<file path="config.mk">
export PLATFORM = sky130hd
export DESIGN_NAME = four_bit_full_adder
export DESIGN_NICKNAME = d
export VERILOG_FILES = /design/src/rtl/four_bit_full_adder.sv
export SDC_FILE = /design/constraint.sdc
export NUM_CORES = 1
export LEC_CHECK = 0
export ABC_AREA = 1
export BUFFER_PORTS_ARGS = -buffer_cell sky130_fd_sc_hd__clkbuf_2
export CAP_MARGIN = 25
export CORE_AREA = 3 3 40 42
export CTS_BUF_LIST = sky130_fd_sc_hd__clkbuf_4 sky130_fd_sc_hd__clkbuf_8
export DETAILED_ROUTE_END_ITERATION = 16
export DIE_AREA = 0 0 43 45
export PLACE_DENSITY = 0.5
export SLEW_MARGIN = 20
export SYNTH_ARGS = -nofsm -noshare
export SYNTH_HDL_FRONTEND = slang
export SYNTH_HIERARCHICAL = 1
export SYNTH_SLANG_ARGS = --single-unit
</file>
<file path="constraint.sdc">
create_clock -name clk -period 0.8 [get_ports clk]
set_clock_uncertainty 0.15 [all_clocks]
set_input_delay 0.16 -clock clk [delete_from_list [all_inputs] [get_ports clk]]
set_output_delay 0.16 -clock clk [all_outputs]
set_load 0.02 [all_outputs]
</file>
<file path="src/rtl/four_bit_full_adder.sv">
// Clocked 4-bit ripple-carry adder: four chained full-adder cells feed a
// 5-bit output register, giving {C_out, S_out} = A_in + B_in + C_in one cycle later.

module fa_cell (
  input  logic a,
  input  logic b,
  input  logic cin,
  output logic s,
  output logic cout
);

  logic a_xor_b;

  assign a_xor_b = a ^ b;
  assign s       = a_xor_b ^ cin;
  assign cout    = (a & b) | (cin & a_xor_b);

endmodule : fa_cell

module four_bit_full_adder (
  input  logic       clk,
  input  logic       rst_n,
  input  logic [3:0] A_in,
  input  logic [3:0] B_in,
  input  logic       C_in,
  output logic [3:0] S_out,
  output logic       C_out
);

  // carry[i] is the carry into cell i; carry[4] is the FA3 carry-out.
  logic [4:0] carry;
  logic [3:0] sum;
  logic [4:0] result_d;
  logic [4:0] result_q;

  assign carry[0] = C_in;

  for (genvar i = 0; i < 4; i++) begin : g_fa
    fa_cell u_fa (
      .a    (A_in[i]),
      .b    (B_in[i]),
      .cin  (carry[i]),
      .s    (sum[i]),
      .cout (carry[i+1])
    );
  end

  always_comb begin
    result_d = {carry[4], sum};
  end

  // NOTE: sequential state uses non-blocking (<=) so every flop samples
  // pre-edge values; the async reset clears the register without a clock.
  always_ff @(posedge clk or negedge rst_n) begin
    if (!rst_n) begin
      result_q <= 5'h00;
    end else begin
      result_q <= result_d;
    end
  end

  assign S_out = result_q[3:0];
  assign C_out = result_q[4];

endmodule : four_bit_full_adder

</file>
==> key figures, run 1 <==
Final layout
  • Top reg by flops: result_q
  • Area grow syn2layout: 85.4%
  • Share of layout cells above drive strength 1: 79.3%
  • Biggest regs: result_q x5
  • # diodes: 0
  • Fillcell total: 137
  • Max reg flops: 5
  • Final Util: 29.6%
  • Nets: 45
  • Fin area: 380 µm²

Place
  • Placed instance area: 307 µm²
  • Input/output buffers: 15
  • RD Place Congestion: 0.624
  • Pre-CTS setup slack: -1.29 ns

Synthesis
  • Leading post-synthesis cells by cell area: dfrtp_1 (61%), fa_1 (39%)
  • Seq/Total Area, Yosys: 61.0%
  • Post-synth top area share: 61.0%
  • Post-Syn Area: 205 µm²
  • Synthesized instance count: 9
  • EDFF count, synth: 0
  • Main flop type after synthesis: dfrtp_1
  • Mapped Nets: 24
  • Yosys warnings: 6
  • Area leader, netlist: dfrtp_1
  • Commonest cells post-synth: dfrtp_1 (5), fa_1 (4)
  • Synth unique cells: 2
  • Synth Register Bits: 5
  • Mean Syn Cell Area: 22.8 µm²
  • Most common cell in the netlist: dfrtp_1
  • Asr flop ratio synth: 100%

Worst setup path
  • Worst EP arrival: 1.85 ns
  • Critical Path Fanout Max: 1
  • CP max-delay cell: fa_2
  • Most Frequent Cell on Critical Path: fa_2
  • CP peak stage delay: 0.52 ns
  • Kind of critical path: input port to flop
  • Req. time, crit path: 0.82 ns
  • Worst setup EP type: flop
  • CP startpoint kind: input port
  • Cell Chain, Critical Path: buf_6 > fa_2 > fa_2 > fa_2 > fa_2

STA
  • Slew margin rel.: 92.2%
  • Fin worst setup slack: -1.03 ns
  • RSZ-0062 raised after global routing: yes
  • Period utilisation layout: 228%
  • FMAX: 547 MHz
  • Worst Tran Pin Value: 0.117 ns
  • Final hold viol count: 0
  • Final setup TNS: -4.15 ns
  • Shortest period the worst path allows: 1.83 ns
  • Setup violators final: 9
  • Slew Limit Fails: 0

Hold path
  • Hold EP: result_q[0]
  • Hold_sp: A_in[0]
  • Hold Path Stages: 2
  • Class of the worst hold path: input port to flop

Drt
  • Final wirelength: 405 µm
  • ANT nets after route: 0
  • Total number of vias: 150
  • Wirelength per Cell: 9.20 µm
  • DRT Pass-1 Iters: 2
  • DRC Markers: 0
  • Initial drt markers: 1
  • Vias per cell: 3.41

Clock network
  • Number of H-tree levels: 1
  • Clock buffer depth: 2
  • Clk pin slew, worst setup/hold paths: 0.04 ns
  • Num CTS Buffers: 3
  • Setup repair bufs after CTS: 0
  • CTS tree: done
  • Clk sinks: 5
  • Root buffer cell: clkbuf_4

Global route
  • Wire length of the first global-routing pass: 683 µm
  • Initial antenna violation count: 0
  • Total track usage: 5.89%
  • Vias in the first global route: 179
  • Grt total ovfl: 0
  • Pin count of the biggest net entering global routing: 6

Job
  • Max-cap violations: 0

Floorplanning
  • Initial Util: 16.0%
  • Die area: 1940 µm²
  • # rows: 13
  • Boundary pin count: 16
  • Core Area: 1280 µm²
  • Die height: 45 µm
  • Die width: 43 µm

Power
  • Maximum vdd drop: 520 µV
  • LEAKAGE: 0.178 nW
  • Final total power: 0.851 mW
  • PwrDens: 2240 nW/µm²

Run status
  • Status: complete, but fails checks
  • Failing checks: setup timing
[cells by family after synthesis]
kind of cell               after synthesis  synth area share, %
adders and majority gates                4                 39.0
DFF                                      5                 61.0
[worst max-delay path by stage]
stage / from / endpoint / cells after the start
global route: A_in[0] / result_q[3] / 5
detailed placement: A_in[0] / result_q[3] / 5
floorplan: A_in[0] / result_q[3] / 4
global placement: A_in[0] / result_q[3] / 5
CTS: A_in[0] / result_q[3] / 5
finish: A_in[0] / result_q[3] / 5
[cell usage in the layout, fill, tap and decap left out]
| master | instances |
|---|---|
| dlygate4sd3_1 | 1 |
| clkbuf_4 | 4 |
| clkbuf_2 | 9 |
| buf_6 | 5 |
| buf_2 | 1 |
| dfrtp_1 | 5 |
| fa_2 | 4 |
[critical path, delay by kind of cell]
family / cells / cell delay, ns
adders and majority gates: 4 / 1.59
buffers and inverters: 1 / 0.09
[final cells by class]
cell class	count	area, µm²	area share (%)
repair buffers	16	116	30.6
well taps	15	18.8	4.93
flip-flops and latches	5	125	32.9
clock buffers	4	30.0	7.89
multi-input cells	4	90.1	23.7
[metrics by stage]
stage | cells | hold WS, ns
6_report | 44 | 0.0700
5_1_grt | 44 | 0.0646
4_1_cts | 44 | 0.0455
3_5_place_dp | 39 | -0.174
3_3_place_gp | 39 | -0.176
2_1_floorplan | 9 | -0.286
[where the power goes]
group          internal (mW)  switching (mW)
logic                  0.118           0.106
clock network          0.222          0.0926
registers              0.295          0.0173
[timing repair]
item                       CTS  global route
gates cloned                 0             0
pin swaps                    1             0
hold buffers                 1             0
hold endpoints to repair     5             0
setup endpoints to repair    9             9
resized for setup            0            15
[routing by layer]
layer	vias to the layer above	wire length, µm	global-route usage [%]
li1	67	-	-
met1	66	141	5.97
met3	2	65	1.59
met5	-	0	0
met4	0	19	10.8
met2	15	178	7.19
Note: power is estimated with default switching activity, not from simulation.
==> run 2, diff against run 1 <==
--- a/config.mk
+++ b/config.mk
@@ -13,6 +13,7 @@
 export DETAILED_ROUTE_END_ITERATION = 16
 export DIE_AREA = 0 0 43 45
 export PLACE_DENSITY = 0.5
+export REMOVE_ABC_BUFFERS = 1
 export SLEW_MARGIN = 20
 export SYNTH_ARGS = -nofsm -noshare
 export SYNTH_HDL_FRONTEND = slang
==> run 2 against run 1 <==
Effect of this change: the run still ends with setup timing left; critical endpoint unchanged; total power grew 0.23%; highest routed layer is now met3; final area grew 0.99%; final cell count is the same; routed wire length shrank 7.7%; non-clock buffer count is the same; core utilization grew 0.29 points; combinational power is essentially flat; die area is the same; sequential share of layout area shrank 0.32 points; critical path depth is the same; worst hold slack lost 0.016 ns; sequential power is essentially flat.
==> key figures, run 2 (synthesis results as in run 1) <==
Final layout
  • # diodes: 0
  • Area grow syn2layout: 87.2%
  • Share of layout cells above drive strength 1: 75.9%
  • Biggest regs: result_q x5
  • Commonest non-fill, non-tap cell in the layout: clkbuf_2
  • Multi-input combinational cell area: 87.6 µm²
  • Nets: 45
  • Top reg by flops: result_q
  • Fillcell total: 134
  • Most frequent cells in the layout: clkbuf_2 (9), buf_6 (6), dfrtp_1 (5)
  • Non-filler cells, final: 44
  • Reg area: 125 µm²
  • Max reg flops: 5

Place
  • Placed cell count: 39
  • RD Place Congestion: 0.601
  • Pre-CTS setup slack: -1.41 ns
  • Input/output buffers: 15

Hold path
  • Class of the worst hold path: input port to flop

STA
  • Slew margin rel.: 92.1%
  • Period utilisation layout: 225%
  • Final hold viol count: 0
  • Hold WS: 0.0539 ns
  • Fin worst setup slack: -0.998 ns
  • FMAX: 556 MHz
  • Shortest period the worst path allows: 1.80 ns
  • RSZ-0062 raised after global routing: yes
  • Slew Limit Fails: 0
  • Setup violators final: 9
  • Worst Tran Pin Value: 0.118 ns

Power
  • Net switching power: 0.215 mW
  • Reg power frac: 36.8%
  • Sw Ratio: 25.2%
  • LEAKAGE: 0.181 nW
  • Maximum vdd drop: 680 µV
  • PwrDens: 2220 nW/µm²
  • Internal Pwr Total: 0.638 mW
  • Logic pwr share: 26.4%
  • Clock power frac: 36.8%

Worst setup path
  • Worst EP arrival: 1.75 ns
  • Req. time, crit path: 0.75 ns
  • CP startpoint kind: input port
  • Critical Path Fanout Max: 1
  • Kind of critical path: input port to flop
  • Worst setup EP type: flop

Floorplanning
  • Initial Util: 16.0%
  • Die width: 43 µm
  • Die area: 1940 µm²
  • Boundary pin count: 16
  • Core Area: 1280 µm²
  • Die height: 45 µm
  • # rows: 13

Global route
  • Initial antenna violation count: 0
  • Pin count of the biggest net entering global routing: 6
  • Vias in the first global route: 200
  • Wire length of the first global-routing pass: 752 µm
  • Grt total ovfl: 0
  • Total track usage: 6.06%

Drt
  • Initial drt markers: 0
  • Wirelength per Cell: 8.50 µm
  • ANT nets after route: 0
  • Total number of vias: 143
  • Vias per cell: 3.25
  • Final wirelength: 374 µm
  • DRT Pass-1 Iters: 1
  • DRC Markers: 0

Clock network
  • Num CTS Buffers: 3
  • Clock buffer depth: 2
  • Clk pin slew, worst setup/hold paths: 0.04 ns
  • Root buffer cell: clkbuf_4
  • CTS tree: done
  • Clk sinks: 5
  • Number of H-tree levels: 1

Run status
  • Failing checks: setup timing
  • Status: complete, but fails checks

Job
  • Max-cap violations: 0
-- run 2: cell counts in the layout (fill, tap and decap cells not counted) --
Identical to the previous run, type by type.
-- run 2: through the flow --
stage                     utilization (%)  setup TNS [ns]  area [µm²]  power, mW
after floorplan                         -           -3.85         205      0.390
after global placement               23.3           -4.54         299      0.475
after detailed placement             23.3           -4.60         299      0.481
after CTS                            27.0           -4.26         347      0.812
after global routing                 29.9           -4.35         384      0.919
final                                29.9           -4.13         384      0.853
-- run 2: final cells by class --
class	instances	area share [%]
repair buffers	16	31.9
clock buffers	4	7.82
flip-flops and latches	5	32.6
well taps	15	4.89
multi-input cells	4	22.8
-- run 2: worst paths after layout --
| path | cells after the start | from | endpoint | slack (ns) |
|---|---|---|---|---|
| min in group asynchronous | 2 | rst_n | result_q[2] | 0.12 |
| min | 2 | B_in[3] | result_q[3] | 0.05 |
| max | 5 | A_in[0] | result_q[3] | -1.0 |
| max in group asynchronous | 2 | rst_n | result_q[3] | 0.25 |
-- run 2: power groups by stage --
stage	registers, mW	clock network, mW	logic [mW]
final	0.314	0.314	0.226
after global routing	0.319	0.351	0.249
after CTS	0.305	0.326	0.181
after detailed placement	0.308	0	0.172
after global placement	0.308	0	0.166
after floorplan	0.364	0	0.0256
-- run 2: worst max-delay path, stage by stage --
cell and delay (ns):
buf_6 0.09, fa_2 0.38, fa_2 0.34, fa_2 0.35, fa_1 0.43
-- run 2: what timing repair did --
item,4_1_cts,5_1_grt
endpoints found under the hold margin,5,0
setup buffers,0,0
gates resized for setup,3,17
pin swaps,0,0
hold buffers,1,0
endpoints found under the setup margin,9,9
-- run 2: routing by layer --
metal	track usage [%]	share of wire (%)	vias to the layer above
met5	0	0	-
met4	9.04	0	0
met3	4.38	11	0
met2	7.78	49	11
met1	4.98	39	65
li1	-	-	67
==> run 3, diff against run 2 <==
--- a/config.mk
+++ b/config.mk
@@ -7,13 +7,13 @@
 export LEC_CHECK = 0
 export ABC_AREA = 1
 export BUFFER_PORTS_ARGS = -buffer_cell sky130_fd_sc_hd__clkbuf_2
-export CAP_MARGIN = 25
+export CAP_MARGIN = 5
 export CORE_AREA = 3 3 40 42
 export CTS_BUF_LIST = sky130_fd_sc_hd__clkbuf_4 sky130_fd_sc_hd__clkbuf_8
 export DETAILED_ROUTE_END_ITERATION = 16
 export DIE_AREA = 0 0 43 45
 export PLACE_DENSITY = 0.5
-export REMOVE_ABC_BUFFERS = 1
+export SKIP_CTS_REPAIR_TIMING = 1
 export SLEW_MARGIN = 20
 export SYNTH_ARGS = -nofsm -noshare
 export SYNTH_HDL_FRONTEND = slang
==> run 3 against run 2 <==
Effect of this change: worst setup slack lost 0.030 ns; via count grew 3.5%; maximum frequency shrank 1.6%; clock power is essentially flat; final area shrank 0.98%; core utilization shrank 0.29 points; routed wire length grew 8.3%; worst hold slack gained 0.016 ns; highest routed layer is now met4; largest cell class unchanged; count of clock-buffer cells in the layout is the same; combinational power is essentially flat; the flow still finishes with violations (setup timing).
==> key figures, run 3 (synthesis results as in run 1) <==
Worst setup path
  • Critical path buffer and inverter count: 1
  • Critical Path Fanout Max: 1
  • Delay-heaviest family, CP: adder cells
  • Cell Chain, Critical Path: buf_6 > fa_2 > fa_2 > fa_2 > fa_2
  • Worst EP arrival: 1.85 ns
  • CP startpoint kind: input port
  • CP peak stage delay: 0.52 ns
  • Worst setup EP type: flop
  • CP startpoint: A_in[0]
  • CP max-delay cell: fa_2
  • Kind of critical path: input port to flop
  • Req. time, crit path: 0.82 ns
  • Most Frequent Cell on Critical Path: fa_2

Final layout
  • Reg area: 125 µm²
  • Nets: 45
  • # diodes: 0
  • Commonest non-fill, non-tap cell in the layout: clkbuf_2
  • Biggest regs: result_q x5
  • Share of layout cells above drive strength 1: 79.3%
  • Top reg by flops: result_q
  • Max reg flops: 5
  • Area grow syn2layout: 85.4%
  • Multi-input combinational cell area: 90.1 µm²
  • Most frequent cells in the layout: clkbuf_2 (9), buf_6 (5), dfrtp_1 (5)
  • Fillcell total: 136

Hold path
  • Class of the worst hold path: input port to flop
  • Hold Path Stages: 2
  • Hold EP: result_q[0]
  • Hold_sp: A_in[0]

Global route
  • Total track usage: 5.89%
  • Grt total ovfl: 0
  • Vias in the first global route: 179
  • Wire length of the first global-routing pass: 683 µm
  • Pin count of the biggest net entering global routing: 6
  • Initial antenna violation count: 0

Floorplanning
  • # rows: 13
  • Core Area: 1280 µm²
  • Die width: 43 µm
  • Boundary pin count: 16
  • Die area: 1940 µm²
  • Die height: 45 µm
  • Initial Util: 16.0%

Clock network
  • Root buffer cell: clkbuf_4
  • Number of H-tree levels: 1
  • CTS tree: done
  • Num CTS Buffers: 3
  • Clk pin slew, worst setup/hold paths: 0.04 ns
  • Clk sinks: 5
  • Clock buffer depth: 2

STA
  • Final hold viol count: 0
  • Worst Tran Pin Value: 0.116 ns
  • RSZ-0062 raised after global routing: yes
  • Setup violators final: 9
  • Slew margin rel.: 92.3%
  • Hold WS: 0.0700 ns
  • Period utilisation layout: 228%
  • FMAX: 547 MHz
  • Fin worst setup slack: -1.03 ns
  • Shortest period the worst path allows: 1.83 ns
  • Slew Limit Fails: 0

Drt
  • DRT Pass-1 Iters: 2
  • Final wirelength: 405 µm
  • Initial drt markers: 1
  • Vias per cell: 3.36
  • ANT nets after route: 0
  • Total number of vias: 148
  • DRC Markers: 0
  • Wirelength per Cell: 9.20 µm

Power
  • Final total power: 0.851 mW
  • PwrDens: 2240 nW/µm²
  • Maximum vdd drop: 520 µV
  • LEAKAGE: 0.178 nW

Run status
  • Failing checks: setup timing
  • Status: complete, but fails checks

Place
  • RD Place Congestion: 0.624
  • Input/output buffers: 15

Job
  • Max-cap violations: 0
## run 3: cell count changes in the layout (fill, tap and decap cells not counted)
| cell | previous run | this run |
|---|---|---|
| fa_2 | 3 | 4 |
| buf_2 | 0 | 1 |
| fa_1 | 1 | 0 |
| buf_6 | 6 | 5 |
## run 3: worst max path at each step
| stage | endpoint | slack (ns) | cells after the start |
|---|---|---|---|
| 4_1_cts | result_q[3] | -1.03 | 5 |
| 5_1_grt | result_q[3] | -1.06 | 5 |
| 2_1_floorplan | result_q[3] | -1.13 | 4 |
| 3_5_place_dp | result_q[3] | -1.29 | 5 |
| 6_report | result_q[3] | -1.03 | 5 |
| 3_3_place_gp | result_q[3] | -1.27 | 5 |
## run 3: metrics by stage
step                utilization (%)  worst slack [ns]  area, µm²  instances  setup TNS [ns]
CTS                            26.2             -1.03        337         43           -4.37
detailed placement             23.9             -1.29        307         39           -4.31
finish                         29.6             -1.03        380         44           -4.14
floorplan                         -             -1.13        213          9           -3.60
global route                   29.6             -1.06        380         44           -4.40
global placement               23.9             -1.27        307         39           -4.26
## run 3: area by class of cell
class,count,share of cell area [%]
clock buffer,4,7.89
timing repair buffer,16,30.6
multi-input combinational,4,23.7
sequential,5,32.9
tap,15,4.93
## run 3: power by group
| group | internal [mW] | switching (mW) |
|---|---|---|
| combinational | 0.118 | 0.106 |
| clock | 0.222 | 0.0926 |
| sequential | 0.295 | 0.0170 |
| total | 0.635 | 0.215 |
## run 3: layer usage
| metal | vias to the layer above | global-route usage, % | wire [µm] |
|---|---|---|---|
| met4 | 0 | 10.8 | 19 |
| li1 | 67 | - | - |
| met5 | - | 0 | 0 |
| met3 | 2 | 1.59 | 65 |
| met1 | 64 | 5.97 | 141 |
| met2 | 15 | 7.19 | 178 |
